**src/rtl/exec_seq_ctrl_if.sv**
```systemverilog
// exec_seq_ctrl_if: issue/stall handshake between the pipeline and exec_seq_ctrl.
// EXEC_SEQ_PERF_EN adds the stall_cycles/op_count counters to the bundle.
interface exec_seq_ctrl_if;
  logic       start;
  logic [1:0] op_type;
  logic [5:0] instr;
  logic       flush;
  logic       uart_busy;
  logic       stall;
  logic       done;
  logic [2:0] unit;
  logic       issue_err;
`ifdef EXEC_SEQ_PERF_EN
  logic [31:0] stall_cycles;
  logic [31:0] op_count;
  modport master (output start, op_type, instr, flush, uart_busy,
                  input stall, done, unit, issue_err, stall_cycles, op_count);
  modport slave  (input start, op_type, instr, flush, uart_busy,
                  output stall, done, unit, issue_err, stall_cycles, op_count);
`else
  modport master (output start, op_type, instr, flush, uart_busy,
                  input stall, done, unit, issue_err);
  modport slave  (input start, op_type, instr, flush, uart_busy,
                  output stall, done, unit, issue_err);
`endif
endinterface

```
**src/rtl/exec_seq_ctrl.sv**
```systemverilog
// exec_seq_ctrl: execute-stage sequencer for multi-cycle units (mul/div/fpu/mem/uart).
// EXEC_SEQ_PERF_EN adds saturating stall_cycles and op_count outputs.
module exec_seq_ctrl #(
  parameter int MUL_LAT   = 2,
  parameter int DIV_LAT   = 36,
  parameter int FADD_LAT  = 3,
  parameter int FMUL_LAT  = 2,
  parameter int FINV_LAT  = 4,
  parameter int FSQRT_LAT = 4,
  parameter int LW_LAT    = 2,
  parameter int CNT_W     = 6
) (
  input logic            clk,
  input logic            rst,
  exec_seq_ctrl_if.slave bus
);
  localparam logic [1:0] OPT_I = 2'b00, OPT_R = 2'b01, OPT_F = 2'b10;
  localparam logic [5:0] FUNC_MULT = 6'h18, FUNC_DIV = 6'h1a;
  localparam logic [5:0] OP_LW = 6'h23, OP_LW_S = 6'h31, OP_IN = 6'h1c, OP_OUT = 6'h1d;
  localparam logic [5:0] FPU_ADD = 6'h00, FPU_SUB = 6'h01, FPU_MUL = 6'h02;
  localparam logic [5:0] FPU_INV = 6'h03, FPU_SQRT = 6'h04;
  localparam logic [CNT_W-1:0] ONE = CNT_W'(1);
  localparam logic [CNT_W-1:0] TWO = CNT_W'(2);
  typedef enum logic [1:0] {IDLE, WAIT, DONE, UART} state_t;
  state_t           state_q, state_d;
  logic [CNT_W-1:0] cnt_q, cnt_d, lat;
  logic [2:0]       unit_q, unit_d, dec_unit;
  logic             err_q, err_d, multi, uart_op, accept, seq;
  always_comb begin
    dec_unit = 3'd0;
    lat      = '0;
    case ({bus.op_type, bus.instr})
      {OPT_R, FUNC_MULT}: begin dec_unit = 3'd1; lat = CNT_W'(MUL_LAT);   end
      {OPT_R, FUNC_DIV}:  begin dec_unit = 3'd2; lat = CNT_W'(DIV_LAT);   end
      {OPT_F, FPU_ADD},
      {OPT_F, FPU_SUB}:   begin dec_unit = 3'd3; lat = CNT_W'(FADD_LAT);  end
      {OPT_F, FPU_MUL}:   begin dec_unit = 3'd3; lat = CNT_W'(FMUL_LAT);  end
      {OPT_F, FPU_INV}:   begin dec_unit = 3'd3; lat = CNT_W'(FINV_LAT);  end
      {OPT_F, FPU_SQRT}:  begin dec_unit = 3'd3; lat = CNT_W'(FSQRT_LAT); end
      {OPT_I, OP_LW},
      {OPT_I, OP_LW_S}:   begin dec_unit = 3'd4; lat = CNT_W'(LW_LAT);    end
      {OPT_I, OP_IN},
      {OPT_I, OP_OUT}:    dec_unit = 3'd5;
      default:            dec_unit = 3'd0;
    endcase
  end
  // Latencies of 0 or 1 complete in the issue cycle and never enter the sequencer.
  assign multi   = (dec_unit >= 3'd1) && (dec_unit <= 3'd4) && (lat >= TWO);
  assign uart_op = dec_unit == 3'd5;
  assign accept  = bus.start && !bus.flush && (state_q == IDLE);
  assign seq     = accept && (multi || uart_op);
  always_comb begin
    state_d   = state_q;
    cnt_d     = cnt_q;
    unit_d    = unit_q;
    err_d     = err_q | (bus.start & ~bus.flush & (state_q != IDLE));
    bus.stall = 1'b0;
    bus.done  = 1'b0;
    case (state_q)
      IDLE: begin
        bus.stall = seq;
        unit_d    = seq ? dec_unit : 3'd0;
        cnt_d     = (seq && multi) ? lat - ONE : '0;
        state_d   = !seq ? IDLE : uart_op ? UART : (cnt_d <= ONE) ? DONE : WAIT;
      end
      WAIT: begin
        bus.stall = 1'b1;
        cnt_d     = (cnt_q != '0) ? cnt_q - ONE : cnt_q;
        state_d   = (cnt_d <= ONE) ? DONE : WAIT;
      end
      DONE: begin
        bus.done = 1'b1;
        state_d  = IDLE;
        unit_d   = 3'd0;
        cnt_d    = '0;
      end
      UART: begin
        bus.stall = 1'b1;
        state_d   = bus.uart_busy ? UART : DONE;
      end
    endcase
    if (bus.flush) begin
      state_d = IDLE;
      unit_d  = 3'd0;
      cnt_d   = '0;
    end
  end
  always_ff @(posedge clk or posedge rst) begin
    if (rst) begin
      state_q <= IDLE;
      cnt_q   <= '0;
      unit_q  <= 3'd0;
      err_q   <= 1'b0;
    end else begin
      state_q <= state_d;
      cnt_q   <= cnt_d;
      unit_q  <= unit_d;
      err_q   <= err_d;
    end
  end
  assign bus.unit      = unit_q;
  assign bus.issue_err = err_q;
`ifdef EXEC_SEQ_PERF_EN
  logic [31:0] stall_cycles_q, op_count_q;
  always_ff @(posedge clk or posedge rst) begin
    if (rst) begin
      stall_cycles_q <= '0;
      op_count_q     <= '0;
    end else begin
      if (bus.stall && stall_cycles_q != '1) stall_cycles_q <= stall_cycles_q + 32'd1;
      if (accept && op_count_q != '1) op_count_q <= op_count_q + 32'd1;
    end
  end
  assign bus.stall_cycles = stall_cycles_q;
  assign bus.op_count     = op_count_q;
`endif
endmodule

```
**src/flat_wrapper.sv**
```systemverilog
// flat-port wrapper written by rule: the top's interface ports become plain ports
module exec_seq_ctrl_flat 
#(
  parameter int MUL_LAT   = 2,
  parameter int DIV_LAT   = 36,
  parameter int FADD_LAT  = 3,
  parameter int FMUL_LAT  = 2,
  parameter int FINV_LAT  = 4,
  parameter int FSQRT_LAT = 4,
  parameter int LW_LAT    = 2,
  parameter int CNT_W     = 6
)
  (clk, rst, bus_start, bus_op_type, bus_instr, bus_flush, bus_uart_busy, bus_stall, bus_done, bus_unit, bus_issue_err);
  exec_seq_ctrl_if bus_i ();
  input logic clk;
  input logic rst;
  input wire logic [$bits(bus_i.start)-1:0] bus_start;
  input wire logic [$bits(bus_i.op_type)-1:0] bus_op_type;
  input wire logic [$bits(bus_i.instr)-1:0] bus_instr;
  input wire logic [$bits(bus_i.flush)-1:0] bus_flush;
  input wire logic [$bits(bus_i.uart_busy)-1:0] bus_uart_busy;
  output wire logic [$bits(bus_i.stall)-1:0] bus_stall;
  output wire logic [$bits(bus_i.done)-1:0] bus_done;
  output wire logic [$bits(bus_i.unit)-1:0] bus_unit;
  output wire logic [$bits(bus_i.issue_err)-1:0] bus_issue_err;
  assign bus_i.start = bus_start;
  assign bus_i.op_type = bus_op_type;
  assign bus_i.instr = bus_instr;
  assign bus_i.flush = bus_flush;
  assign bus_i.uart_busy = bus_uart_busy;
  assign bus_stall = bus_i.stall;
  assign bus_done = bus_i.done;
  assign bus_unit = bus_i.unit;
  assign bus_issue_err = bus_i.issue_err;
  exec_seq_ctrl #(.MUL_LAT(MUL_LAT), .DIV_LAT(DIV_LAT), .FADD_LAT(FADD_LAT), .FMUL_LAT(FMUL_LAT), .FINV_LAT(FINV_LAT), .FSQRT_LAT(FSQRT_LAT), .LW_LAT(LW_LAT), .CNT_W(CNT_W)) u_core (.clk(clk), .rst(rst), .bus(bus_i));
endmodule
```
**config.mk**
```make
export PLATFORM = sky130hd
export DESIGN_NAME = exec_seq_ctrl_flat
export DESIGN_NICKNAME = d
export VERILOG_FILES = /design/src/rtl/exec_seq_ctrl_if.sv /design/src/rtl/exec_seq_ctrl.sv /design/src/flat_wrapper.sv
export SDC_FILE = /design/constraint.sdc
export NUM_CORES = 1
export LEC_CHECK = 0
export BUFFER_PORTS_ARGS = -buffer_cell sky130_fd_sc_hd__buf_2
export CORE_MARGIN = 1.5
export CORE_UTILIZATION = 59
export CTS_CLUSTER_SIZE = 30
export DETAILED_ROUTE_END_ITERATION = 7
export PLACE_DENSITY = 0.8
export SYNTH_ARGS = -nofsm -noshare
export SYNTH_HDL_FRONTEND = slang
export SYNTH_SLANG_ARGS = --single-unit
export TNS_END_PERCENT = 100
```
**constraint.sdc**
```tcl
create_clock -name clk -period 3.39 [get_ports clk]
set_input_delay 0.339 -clock clk [delete_from_list [all_inputs] [get_ports clk]]
set_output_delay 0.339 -clock clk [all_outputs]
set_load 0.01 [all_outputs]
```
Yosys cells after proc, flatten, opt, wreduce, memory -nomap -nowiden
Index checks and enable logic that the tools add are counted.

operators by class
  eq/ne operators = 15
  reductions and logical operators = 20
  order comparisons = 5
  bitwise logic cells = 4
  add/subtract/negate cells = 2
  muxes and demuxes = 18

operators by type and width
  operator                                                           number
  equality test 8 bit, second input constant                         5
  one-hot mux 6 bit (4 select lines)                                 1
  two-way mux 6 bit                                                  3
  one-hot mux 6 bit (3 select lines)                                 1
  equality test 8 x 5 -> 1 bit, second input constant                2
  equality test 8 x 6 -> 1 bit, second input constant                2
  equality test 8 x 7 -> 1 bit, second input constant                2
  one-hot mux 3 bit (5 select lines)                                 1
  less-or-equal comparator 6 x 1 -> 1 bit, second input constant     2
  subtractor 6 x 1 -> 6 bit, second input constant                   2
  two-way mux 2 bit                                                  5
  OR reduction 2 bit                                                 5
  one-hot mux 2 bit (4 select lines)                                 1
  greater-or-equal comparator 6 x 2 -> 1 bit, second input constant  1
  logical AND 1 bit                                                  6
  two-way mux 3 bit                                                  2
  one-hot mux 3 bit (2 select lines)                                 1
  nonzero test 6 bit                                                 1
  OR reduction 5 bit                                                 1
  equality test 2 bit, second input constant                         2
  nonzero test 4 bit                                                 1
  OR reduction 4 bit                                                 1
  equality test 3 bit, second input constant                         1
  greater-or-equal comparator 3 x 1 -> 1 bit, second input constant  1
  12 further kinds                                                   14

word-level totals
  logic and storage cells = 68
  input port bits = 13
  output and inout port bits = 6
  register bits = 12

Logic depth before layout (Yosys ltp)
Gate-level depths: netlist of the first run.

  word-level depth = 16
  gate-level depth with buffers = 12
  depth with buffers taken out = 11

Worst setup path after synthesis of the first run
No wires, ideal clock.

  kind = input to register
  from = in bus_instr[3]
  to = reg u_core.state_q[1]
  path buffers = 0
  slack = 0.849 ns
  arrival time = 2.455 ns
  cell stages on the path = 10
  cells stage by stage = or4b_4 > or3_4 > o311a_4 > or2_1 > ha_1 > ha_1 > o2111ai_1 > nor2_1 > a21oi_1 > nor3_1

on the way
  word-level cells in the longest chain between the ends = 16
  elaborated cells on any way between the ends = 36
  classes of those cells = 1 x add/sub; 4 x order compare; 12 x eq/ne; 8 x mux; 11 x reduce/logical

RTL lines
  what                                                                                                 line                 text
  start: declaration                                                                                   flat_wrapper.sv:19   input wire logic [$bits(bus_i.instr)-1:0] bus_instr;
  parallel branches: the longest is 13 deep, another holds greater-or-equal comparator 6 x 2 -> 1 bit  --
  two-way mux 2 bit (*)                                                                                exec_seq_ctrl.sv:64  state_d = !seq ? IDLE : uart_op ? UART : (cnt_d <= ONE) ? DONE : WAIT;
  one-hot mux 2 bit (4 select lines) (*)                                                               exec_seq_ctrl.sv:59  case (state_q)
  two-way mux 2 bit (*)                                                                                exec_seq_ctrl.sv:82  if (bus.flush) begin
  named net u_core.state_d[1]                                                                          exec_seq_ctrl.sv:25  state_t state_q, state_d;
  end signal: assignment                                                                               exec_seq_ctrl.sv:95  state_q <= state_d;
  end: declaration                                                                                     exec_seq_ctrl.sv:25

Mark *: on every way through the listed nets, which the timed path passes.
A chain may end at the register's enable or synchronous reset.

Worst setup path after layout of the first run
Ends and elaborated chain as after synthesis.

==> results of run 1 <==
cell families (layout without fill, tap and decap cells):
family                   after synthesis  count (layout)
AND/OR/NAND/NOR                       62              62
buffers and inverters                 14              30
flip-flops                            12              12
multiplexers                           2               2
XOR/XNOR                               1               1
adder cells (fa/ha/maj)                9               9
AO/OA/AOI/OAI                         36              36
layer usage:
layer,wire length (um),vias up,global-route usage,part of all wire
met4,45,0,0.106,0.018
li1,-,535,-,-
met2,1180,22,0.411,0.47
met5,0,-,0,0
met1,1190,505,0.344,0.48
met3,75,6,0.0471,0.030
power breakdown:
part           total, uW  switching, uW  internal, uW
Combinational        135           81.0          53.9
Sequential           160           6.83           153
Clock               93.3           52.0          41.3
Total                388            140           248
worst paths after layout:
check                                           from                   end  slack, ns
worst min-delay path                             rst    u_core.bus.unit[2]       0.06
max in group asynchronous                        rst       u_core.cnt_q[0]       3.00
worst max register to register       u_core.cnt_q[0]     u_core.state_q[0]       1.17
worst max-delay path                    bus_instr[3]     u_core.state_q[1]       0.88
min in group clk                           bus_start  u_core.bus.issue_err       0.28
worst min register to register  u_core.bus.issue_err  u_core.bus.issue_err       0.46
worst reg2reg max path, delay by kind of cell (launching register included):
kind / cells / cell delay [ns]
buf+inv: 1 / 0.11
fa+ha+maj: 1 / 0.27
flops: 1 / 0.43
compound gates: 2 / 0.37
simple gates: 3 / 0.94
through the flow:
| step | util | power, uW |
|---|---|---|
| 2_1_floorplan | - | 258 |
| 3_3_place_gp | 0.696 | 292 |
| 3_5_place_dp | 0.696 | 296 |
| 4_1_cts | 0.709 | 385 |
| 5_1_grt | 0.709 | 406 |
| 6_report | 0.709 | 388 |
layout make-up:
cell class	instances	share of cell area
multi-input cells	110	0.618
repair buffers	18	0.0721
well taps	25	0.0250
flip-flops and latches	12	0.240
clock buffers	3	0.0180
inverters	9	0.0270
cell usage after synthesis:
cell and instances:
nor4_1 4, nor3_1 9, and3b_1 1, nand3b_1 3, or2_1 1, o311a_4 1, nand4b_1 1, a22oi_1 2
mux2_2 2, a21oi_1 6, clkbuf_1 5, nand2b_1 3, ha_1 9, o21ai_0 10, o2111ai_1 1, inv_1 9
o21bai_1 1, dfrtp_1 12, or3b_1 1, o221ai_2 3, or4b_4 1, nand3b_4 1, nor2_1 14, a21o_1 1
a211oi_1 1, a32oi_1 1, or2_2 2, or4b_1 1, or3_4 1, o21ai_1 2, a31oi_1 2, nand2_1 14
nor2b_1 2, nor4bb_1 1, a221oi_1 1, o21a_1 2, o21ai_4 1, xnor2_1 1, or4_1 1, a221o_1 1
nor3b_1 1
flip-flops by register name (all words and copies together) (netlist names):
signal / cells
u_core.state_q: 2
u_core.cnt_q: 6
u_core.bus.issue_err: 1
u_core.bus.unit: 3
==> metrics.md, run 1 <==
| Metric | Value |
|---|---|
| Status | finished, final reports clean |
| Slowest stage cell, crit path | or4b_4 |
| Slew @ Worst Pin | 0.487 ns |
| Drt wl/cell | 14.1 um |
| Wirelength, routed | 2490 um |
| LEAKAGE | 0.000590 uW |
| CTS hold repair buffers | 0 |
| CP top delay family | simple AND/OR/NAND/NOR gates |
| Post-Layout Inst Area | 1250 um^2 |
| Power density over the cells | 310 nW/um^2 |
| Synthesized cell area | 1120 um^2 |
| Filler cell count | 174 |
| Chip height | 46.7 um |
| Adder and majority gate portion of the synthesized area | 0.100 |
| Max-cap viol count | 0 |
| Finished Layout Cells | 177 |
| Syn Inst Count | 136 |
| TritonCTS Buffers | 3 |
| Multiplexer share of the synthesized area | 0.0200 |
| Tightest hold margin | 0.0624 ns |
| GRT overflow | 0 |
| DR pass1 iterations | 4 |
| Yosys reg bits | 12 |
| Multi-input combinational cell area | 772 um^2 |
| Synth top area cells | dfrtp_1, ha_1, nand2_1 |
| Post-synthesis compound-gate area fraction | 0.244 |
| CP endpoint kind | flop |
| Placement-stage cell area | 1230 um^2 |
| Worst path cell trace | buf_2 -> or4b_4 -> or3_4 -> o311a_4 -> or2_1 -> ha_1 -> ha_1 -> o2111ai_1 -> nor2_1 -> a21oi_1 -> nor3_1 |
| Dpl ws | 0.593 ns |
| Skew-Pair Late Insertion Delay | 0.28 ns |
| Worst slew margin | 0.673 |
| Drt drc | 0 |
| Period utilization | 0.742 |
| Worst-path fanout max | 6 |
| Worst-path clk slew | 0.08 ns |
| ANT cells | 0 |
| Highest Clock Rate | 398 MHz |
| Port bufs | 18 |
| Max incr delay on CP | 0.57 ns |
| CP startpoint kind | primary input |
| Dpl cells | 174 |
| Vias in the first global route | 895 |
| Post-Synth Simple-Gate Area | 0.315 |
| Instance count on the critical path | 11 |
| Final RePlAce weighted congestion | 0.827 |
| Final TNS setup | 0 ns |
| Worst Reg-to-Reg Cells | 7 |
| Mapped Nets | 158 |
| # IOs | 19 |
| Post-DP HPWL | 1950 um |
| Initial antenna violation count | 0 |
| Max Slew Vio Count | 0 |
| Synthesis Warnings | 0 |
| Largest family of logic cells by synthesized area | simple AND/OR/NAND/NOR gates |
| WP data arrival | 2.72 ns |
| Mean Syn Cell Area | 8.27 um^2 |
| Total track usage | 0.259 |
| P&R area growth vs syn | 11.1% |
| Final hold vios | 0 |
| Initial DRC Count | 24 |
| CTS tree | built |
| Cell Rows | 15 |
| Reg area | 300 um^2 |
| Tmin final | 2.51 ns |
| Final net count | 176 |
| CTS Root Cell | clkbuf_4 |
| Post-Synth XOR/XNOR Area | 0.00779 |
| Kind of critical path | primary input to flop |
| CTS max path bufs | 2 |
| Post-synth top area share | 0.267 |
| CTS Sinks | 12 |
| Largest net degree at the start of global routing | 13 |
| Seq/Total Area, Yosys | 0.267 |
| Most common cell after layout, fill and taps aside | buf_2 |
| Most frequent cells in the layout | buf_2, nand2_1, nor2_1 |
| Initial core utilization | 0.638 |
| Worst Path Buf+Inv | 1 |
| Synth area leader | dfrtp_1 |
| Hold Crit Class | primary input to asynchronous set/reset pin |
| Layout cell share with drive strength beyond 1 | 0.217 |
| Cell mode on critical path | ha_1 |
| Maximum VDD drop | 0.000249 V |
| Post-CTS sizing | 0 |
| Number of buffers added for setup after CTS | 0 |
| RSZ-0062 raised after global routing | false |
| Die X | 46.7 um |
| Vias per inst | 6.03 |
| Final setup fails | 0 |
| Die outline area | 2180 um^2 |
| Yosys cell types | 41 |
| Via count of the routed design | 1068 |
| H-tree levels | 1 |
| Worst path required time | 3.59 ns |
| Global-route wire length before repair | 3930 um |
| Setup ws final | 0.876 ns |
| Detail Route Antenna Nets | 0 |
| Worst Skew | 0.000906 ns |
| Core area | 1760 um^2 |
No activity file was read; power rests on OpenSTA's default activity.
==> run 2: changes to the inputs <==
--- a/config.mk
+++ b/config.mk
@@ -5,12 +5,13 @@
 export SDC_FILE = /design/constraint.sdc
 export NUM_CORES = 1
 export LEC_CHECK = 0
+export ABC_AREA = 1
 export BUFFER_PORTS_ARGS = -buffer_cell sky130_fd_sc_hd__buf_2
 export CORE_MARGIN = 1.5
-export CORE_UTILIZATION = 59
+export CORE_UTILIZATION = 55
 export CTS_CLUSTER_SIZE = 30
 export DETAILED_ROUTE_END_ITERATION = 7
-export PLACE_DENSITY = 0.8
+export PLACE_DENSITY = 0.75
 export SYNTH_ARGS = -nofsm -noshare
 export SYNTH_HDL_FRONTEND = slang
 export SYNTH_SLANG_ARGS = --single-unit
==> constraint.sdc (replaced) <==
create_clock -name clk -period 2.49 [get_ports clk]
set_input_delay 0.249 -clock clk [delete_from_list [all_inputs] [get_ports clk]]
set_output_delay 0.249 -clock clk [all_outputs]
set_load 0.01 [all_outputs]
==> metrics.md, run 2 <==
| Metric | Value |
|---|---|
| Synthesis Warnings | 0 |
| P&R area growth vs syn | 14.6% |
| Worst slew margin | 0.681 |
| Skew-Pair Late Insertion Delay | 0.28 ns |
| Flop2flop setup slack | 0.66 ns |
| Chip height | 48.5 um |
| Post-synth top area share | 0.263 |
| Post-CTS sizing | 0 |
| Filler cell count | 195 |
| Maximum VDD drop | 0.000371 V |
| Tmin final | 2.16 ns |
| Hold EP | u_core.bus.issue_err |
| Worst Reg-to-Reg Cells | 8 |
| Main synth FF type | dfrtp_1 |
| Max-cap viol count | 0 |
| LEAKAGE | 0.000717 uW |
| Global-route wire length before repair | 4330 um |
| WP data arrival | 1.91 ns |
| Vias per inst | 5.18 |
| Drt drc | 0 |
| Status | finished, final reports clean |
| Final TNS setup | 0 ns |
| Worst-path clk slew | 0.08 ns |
| Yosys cell types | 27 |
| Final setup fails | 0 |
| Period utilization | 0.868 |
| Seq/Total Area, Yosys | 0.263 |
| Hold Crit Class | primary input to flop |
| Total track usage | 0.229 |
| Reg area | 300 um^2 |
| Mean Syn Cell Area | 6.55 um^2 |
| Largest register FFs | 6 |
| Post-DP HPWL | 1990 um |
| Final net count | 219 |
| Commonest cells in the netlist | nand2_1, inv_1, nor2_1 |
| Vias in the first global route | 1089 |
| Ys async rst share | 1.00 |
| Final hold vios | 0 |
| DR pass1 iterations | 4 |
| CTS tree | built |
| Synthesized cell area | 1140 um^2 |
| Most frequent cells in the layout | nand2_1, inv_1, nor2_1 |
| Die X | 48.5 um |
| Worst path required time | 2.24 ns |
| CP endpoint kind | primary output |
| CTS max path bufs | 2 |
| Cell Rows | 16 |
| RSZ-0062 raised after global routing | false |
| Port bufs | 18 |
| Most common cell after layout, fill and taps aside | nand2_1 |
| Slew @ Worst Pin | 0.475 ns |
| Largest net degree at the start of global routing | 13 |
| Final RePlAce weighted congestion | 0.861 |
| Worst-path fanout max | 7 |
| TritonCTS Buffers | 3 |
| Hold_sp | bus_start |
| Initial antenna violation count | 0 |
| Number of synthesized flops with an enable pin | 0 |
| CTS Sinks | 12 |
| Drt wl/cell | 10.9 um |
| Synth top area cells | dfrtp_1, nand2_1, ha_1 |
| Reg with most FFs | u_core.cnt_q |
| Power density over the cells | 536 nW/um^2 |
| Wirelength, routed | 2430 um |
| CTS Root Cell | clkbuf_4 |
| Multi-input combinational cell area | 712 um^2 |
| Detail Route Antenna Nets | 0 |
| Initial core utilization | 0.581 |
| Max Slew Vio Count | 0 |
| Syn Inst Count | 174 |
| WHS Path Cells | 3 |
| GRT overflow | 0 |
| Tightest hold margin | 0.238 ns |
| Layout cell share with drive strength beyond 1 | 0.204 |
| Number of buffers added for setup after CTS | 0 |
| Worst Skew | 0.000611 ns |
| Kind of critical path | flop to primary output |
| FF-to-FF End | u_core.cnt_q[5] |
| CP startpoint kind | flop |
| Highest Clock Rate | 463 MHz |
| ANT cells | 0 |
| Top-count cell post-synth | nand2_1 |
| Die outline area | 2350 um^2 |
| # IOs | 19 |
| Yosys reg bits | 12 |
| Initial DRC Count | 17 |
| H-tree levels | 1 |
| Mapped Nets | 196 |
| Synth area leader | dfrtp_1 |
| Worst R2R Start | u_core.state_q[1] |
| Via count of the routed design | 1155 |
| Core area | 1960 um^2 |
-- run 2: kinds of logic (layout without fill, tap and decap cells) --
kind of cell | after synthesis | after routing | synth area share
fa+ha+maj | 9 | 9 | 0.0988
simple gates | 91 | 91 | 0.377
compound gates | 27 | 27 | 0.142
xor+xnor | 1 | 1 | 0.00769
flops | 12 | 12 | 0.263
buf+inv | 34 | 56 | 0.112
-- run 2: how the worst max path moves through the flow --
| stage | cells after the start | end | slack, ns | startpoint |
|---|---|---|---|---|
| 3_3_place_gp | 14 | u_core.state_q[0] | 0.57 | bus_instr[2] |
| 4_1_cts | 7 | bus_stall | 0.32 | u_core.state_q[1] |
| 3_5_place_dp | 14 | u_core.state_q[0] | 0.52 | bus_instr[2] |
| 5_1_grt | 7 | bus_stall | 0.17 | u_core.state_q[0] |
| 2_1_floorplan | 13 | u_core.state_q[0] | 0.77 | bus_instr[2] |
| 6_report | 7 | bus_stall | 0.33 | u_core.state_q[1] |
-- run 2: critical path, cell delays in order, from the launching register on --
cell,delay [ns]
dfrtp_1,0.42
inv_1,0.09
ha_1,0.31
inv_1,0.07
nor2_1,0.32
o21ai_2,0.14
a21oi_1,0.14
buf_2,0.14
-- run 2: repair_timing --
action	in CTS	in global routing
hold buffers	1	0
endpoints found under the setup margin	0	0
endpoints found under the hold margin	12	0
-- run 2: cell type report --
class                      count  share of cell area
clock buffer                   4              0.0278
multi-input combinational    128               0.545
inverter                      33              0.0948
timing repair buffer          19              0.0766
tap                           27              0.0259
sequential                    12               0.230
-- run 2: metal layers --
layer  vias up  track usage  routed length (um)
met5         -            0                   0
met4         0       0.0857                  42
met3         5       0.0309                  67
met2        23        0.405                1140
met1       526        0.283                1180
li1        601            -                   -
-- run 2: report_power, final --
| group | switching [uW] | leakage [uW] | internal, uW | total, uW |
|---|---|---|---|---|
| clock network | 72.0 | 0.0000210 | 88.9 | 161 |
| registers | 13.4 | 0.000163 | 214 | 227 |
| logic | 195 | 0.000533 | 117 | 311 |
-- run 2: per-stage QoR --
stage | worst slack, ns | cell area [um^2] | util | power (uW) | std cells
floorplan | 0.770 | 1140 | - | 464 | 174
global placement | 0.570 | 1260 | 0.642 | 533 | 218
detailed placement | 0.516 | 1260 | 0.642 | 539 | 218
CTS | 0.318 | 1310 | 0.666 | 701 | 223
global route | 0.170 | 1310 | 0.666 | 756 | 223
finish | 0.330 | 1310 | 0.666 | 700 | 223
==> run 3: changes to the inputs <==
--- a/config.mk
+++ b/config.mk
@@ -9,6 +9,7 @@
 export BUFFER_PORTS_ARGS = -buffer_cell sky130_fd_sc_hd__buf_2
 export CORE_MARGIN = 1.5
 export CORE_UTILIZATION = 55
+export CTS_BUF_LIST = sky130_fd_sc_hd__clkbuf_16
 export CTS_CLUSTER_SIZE = 30
 export DETAILED_ROUTE_END_ITERATION = 7
 export PLACE_DENSITY = 0.75
==> metrics.md, run 3 (synthesis results as in run 2) <==
| Metric | Value |
|---|---|
| Vias in the first global route | 1131 |
| CTS Sinks | 12 |
| CTS Root Cell | clkbuf_16 |
| GRT overflow | 0 |
| H-tree levels | 1 |
| Wirelength, routed | 2560 um |
| Vias per inst | 5.28 |
| WP data arrival | 1.87 ns |
| Drt wl/cell | 11.5 um |
| Multi-input combinational cell area | 712 um^2 |
| Filler cell count | 184 |
| FF-to-FF End | u_core.cnt_q[1] |
| Dpl ws | 0.516 ns |
| Flop2flop setup slack | 0.65 ns |
| Tightest hold margin | 0.0175 ns |
| Core area | 1960 um^2 |
| Most common cell after layout, fill and taps aside | nand2_1 |
| Tmin final | 2.12 ns |
| Initial antenna violation count | 0 |
| Kind of critical path | flop to primary output |
| TritonCTS Buffers | 3 |
| Initial core utilization | 0.581 |
| # IOs | 19 |
| CP endpoint kind | primary output |
| P&R area growth vs syn | 17.5% |
| Total track usage | 0.238 |
| ANT cells | 0 |
| DR pass1 iterations | 4 |
| Max Slew Vio Count | 0 |
| Drt drc | 0 |
| Reg with most FFs | u_core.cnt_q |
| Period utilization | 0.852 |
| Final hold vios | 0 |
| Status | finished, final reports clean |
| Worst-path fanout max | 7 |
| Cell Rows | 16 |
| Number of buffers added for setup after CTS | 0 |
| Reg area | 300 um^2 |
| Final net count | 218 |
| Chip height | 48.5 um |
| CTS tree | built |
| Worst slew margin | 0.681 |
| Post-CTS sizing | 0 |
| Final TNS setup | 0 ns |
| Slew @ Worst Pin | 0.478 ns |
| Global-route wire length before repair | 4430 um |
| Die outline area | 2350 um^2 |
| Via count of the routed design | 1172 |
| Most frequent cells in the layout | nand2_1, inv_1, nor2_1 |
| Die X | 48.5 um |
| Hold Crit Class | primary input to asynchronous set/reset pin |
| LEAKAGE | 0.000730 uW |
| Post-DP HPWL | 1990 um |
| Final setup fails | 0 |
| Worst path required time | 2.24 ns |
| Power density over the cells | 629 nW/um^2 |
| Maximum VDD drop | 0.000337 V |
| CTS max path bufs | 2 |
| RSZ-0062 raised after global routing | false |
| Final RePlAce weighted congestion | 0.861 |
| Layout cell share with drive strength beyond 1 | 0.200 |
| Worst Skew | 0.00108 ns |
| Largest register FFs | 6 |
| Setup ws final | 0.368 ns |
| Worst R2R Start | u_core.state_q[1] |
| Port bufs | 18 |
| Worst Reg-to-Reg Cells | 8 |
| Initial DRC Count | 22 |
| CP startpoint kind | flop |
| CTS hold repair buffers | 0 |
| Largest net degree at the start of global routing | 13 |
| Max-cap viol count | 0 |
| Worst-path clk slew | 0.04 ns |
| Detail Route Antenna Nets | 0 |
| Highest Clock Rate | 471 MHz |
| Skew-Pair Late Insertion Delay | 0.24 ns |
## run 3: changes by cell type in the layout (fill, tap and decap cells not counted), sizes merged
| cell | before | now |
|---|---|---|
| clkbuf | 4 | 3 |
| clkinv | 0 | 1 |
| dlygate4sd3 | 1 | 0 |
## run 3: worst max-delay path by stage
stage	from	endpoint	depth (start not counted)
after floorplan	bus_instr[2]	u_core.state_q[0]	13
after global placement	bus_instr[2]	u_core.state_q[0]	14
after detailed placement	bus_instr[2]	u_core.state_q[0]	14
after CTS	u_core.state_q[1]	bus_stall	7
after global routing	u_core.state_q[0]	bus_stall	7
final	u_core.state_q[1]	bus_stall	7
## run 3: metrics by stage
stage / std cells / utilization / area (um^2) / total power [uW]
3_3_place_gp: 218 / 0.642 / 1260 / 533
5_1_grt: 222 / 0.682 / 1340 / 898
2_1_floorplan: 174 / - / 1140 / 464
3_5_place_dp: 218 / 0.642 / 1260 / 539
4_1_cts: 222 / 0.682 / 1340 / 842
6_report: 222 / 0.682 / 1340 / 841
## run 3: where the power goes
part	total (uW)	internal, uW	switching [uW]
clock	299	212	87.4
combinational	314	115	198
sequential	228	215	13.3
## run 3: worst max-delay path, stage by stage, from the launching register on
cell and delay [ns]:
dfrtp_1 0.40, inv_1 0.09, ha_1 0.32, inv_1 0.07, nor2_1 0.32, o21ai_2 0.14
a21oi_1 0.14, buf_2 0.14
## run 3: final cells by class
cell class                      instances  share of cell area
Sequential cell                        12               0.224
Tap cell                               27              0.0252
Timing Repair Buffer                   18              0.0673
Clock buffer                            3              0.0561
Inverter                               33              0.0925
Clock inverter                          1             0.00280
Multi-Input combinational cell        128               0.532
## run 3: routing by layer
metal	track usage	up-vias	routed length, um
met4	0.110	0	53
met2	0.428	27	1220
met1	0.277	541	1190
met5	0	-	0
met3	0.0340	6	89
li1	-	598	-
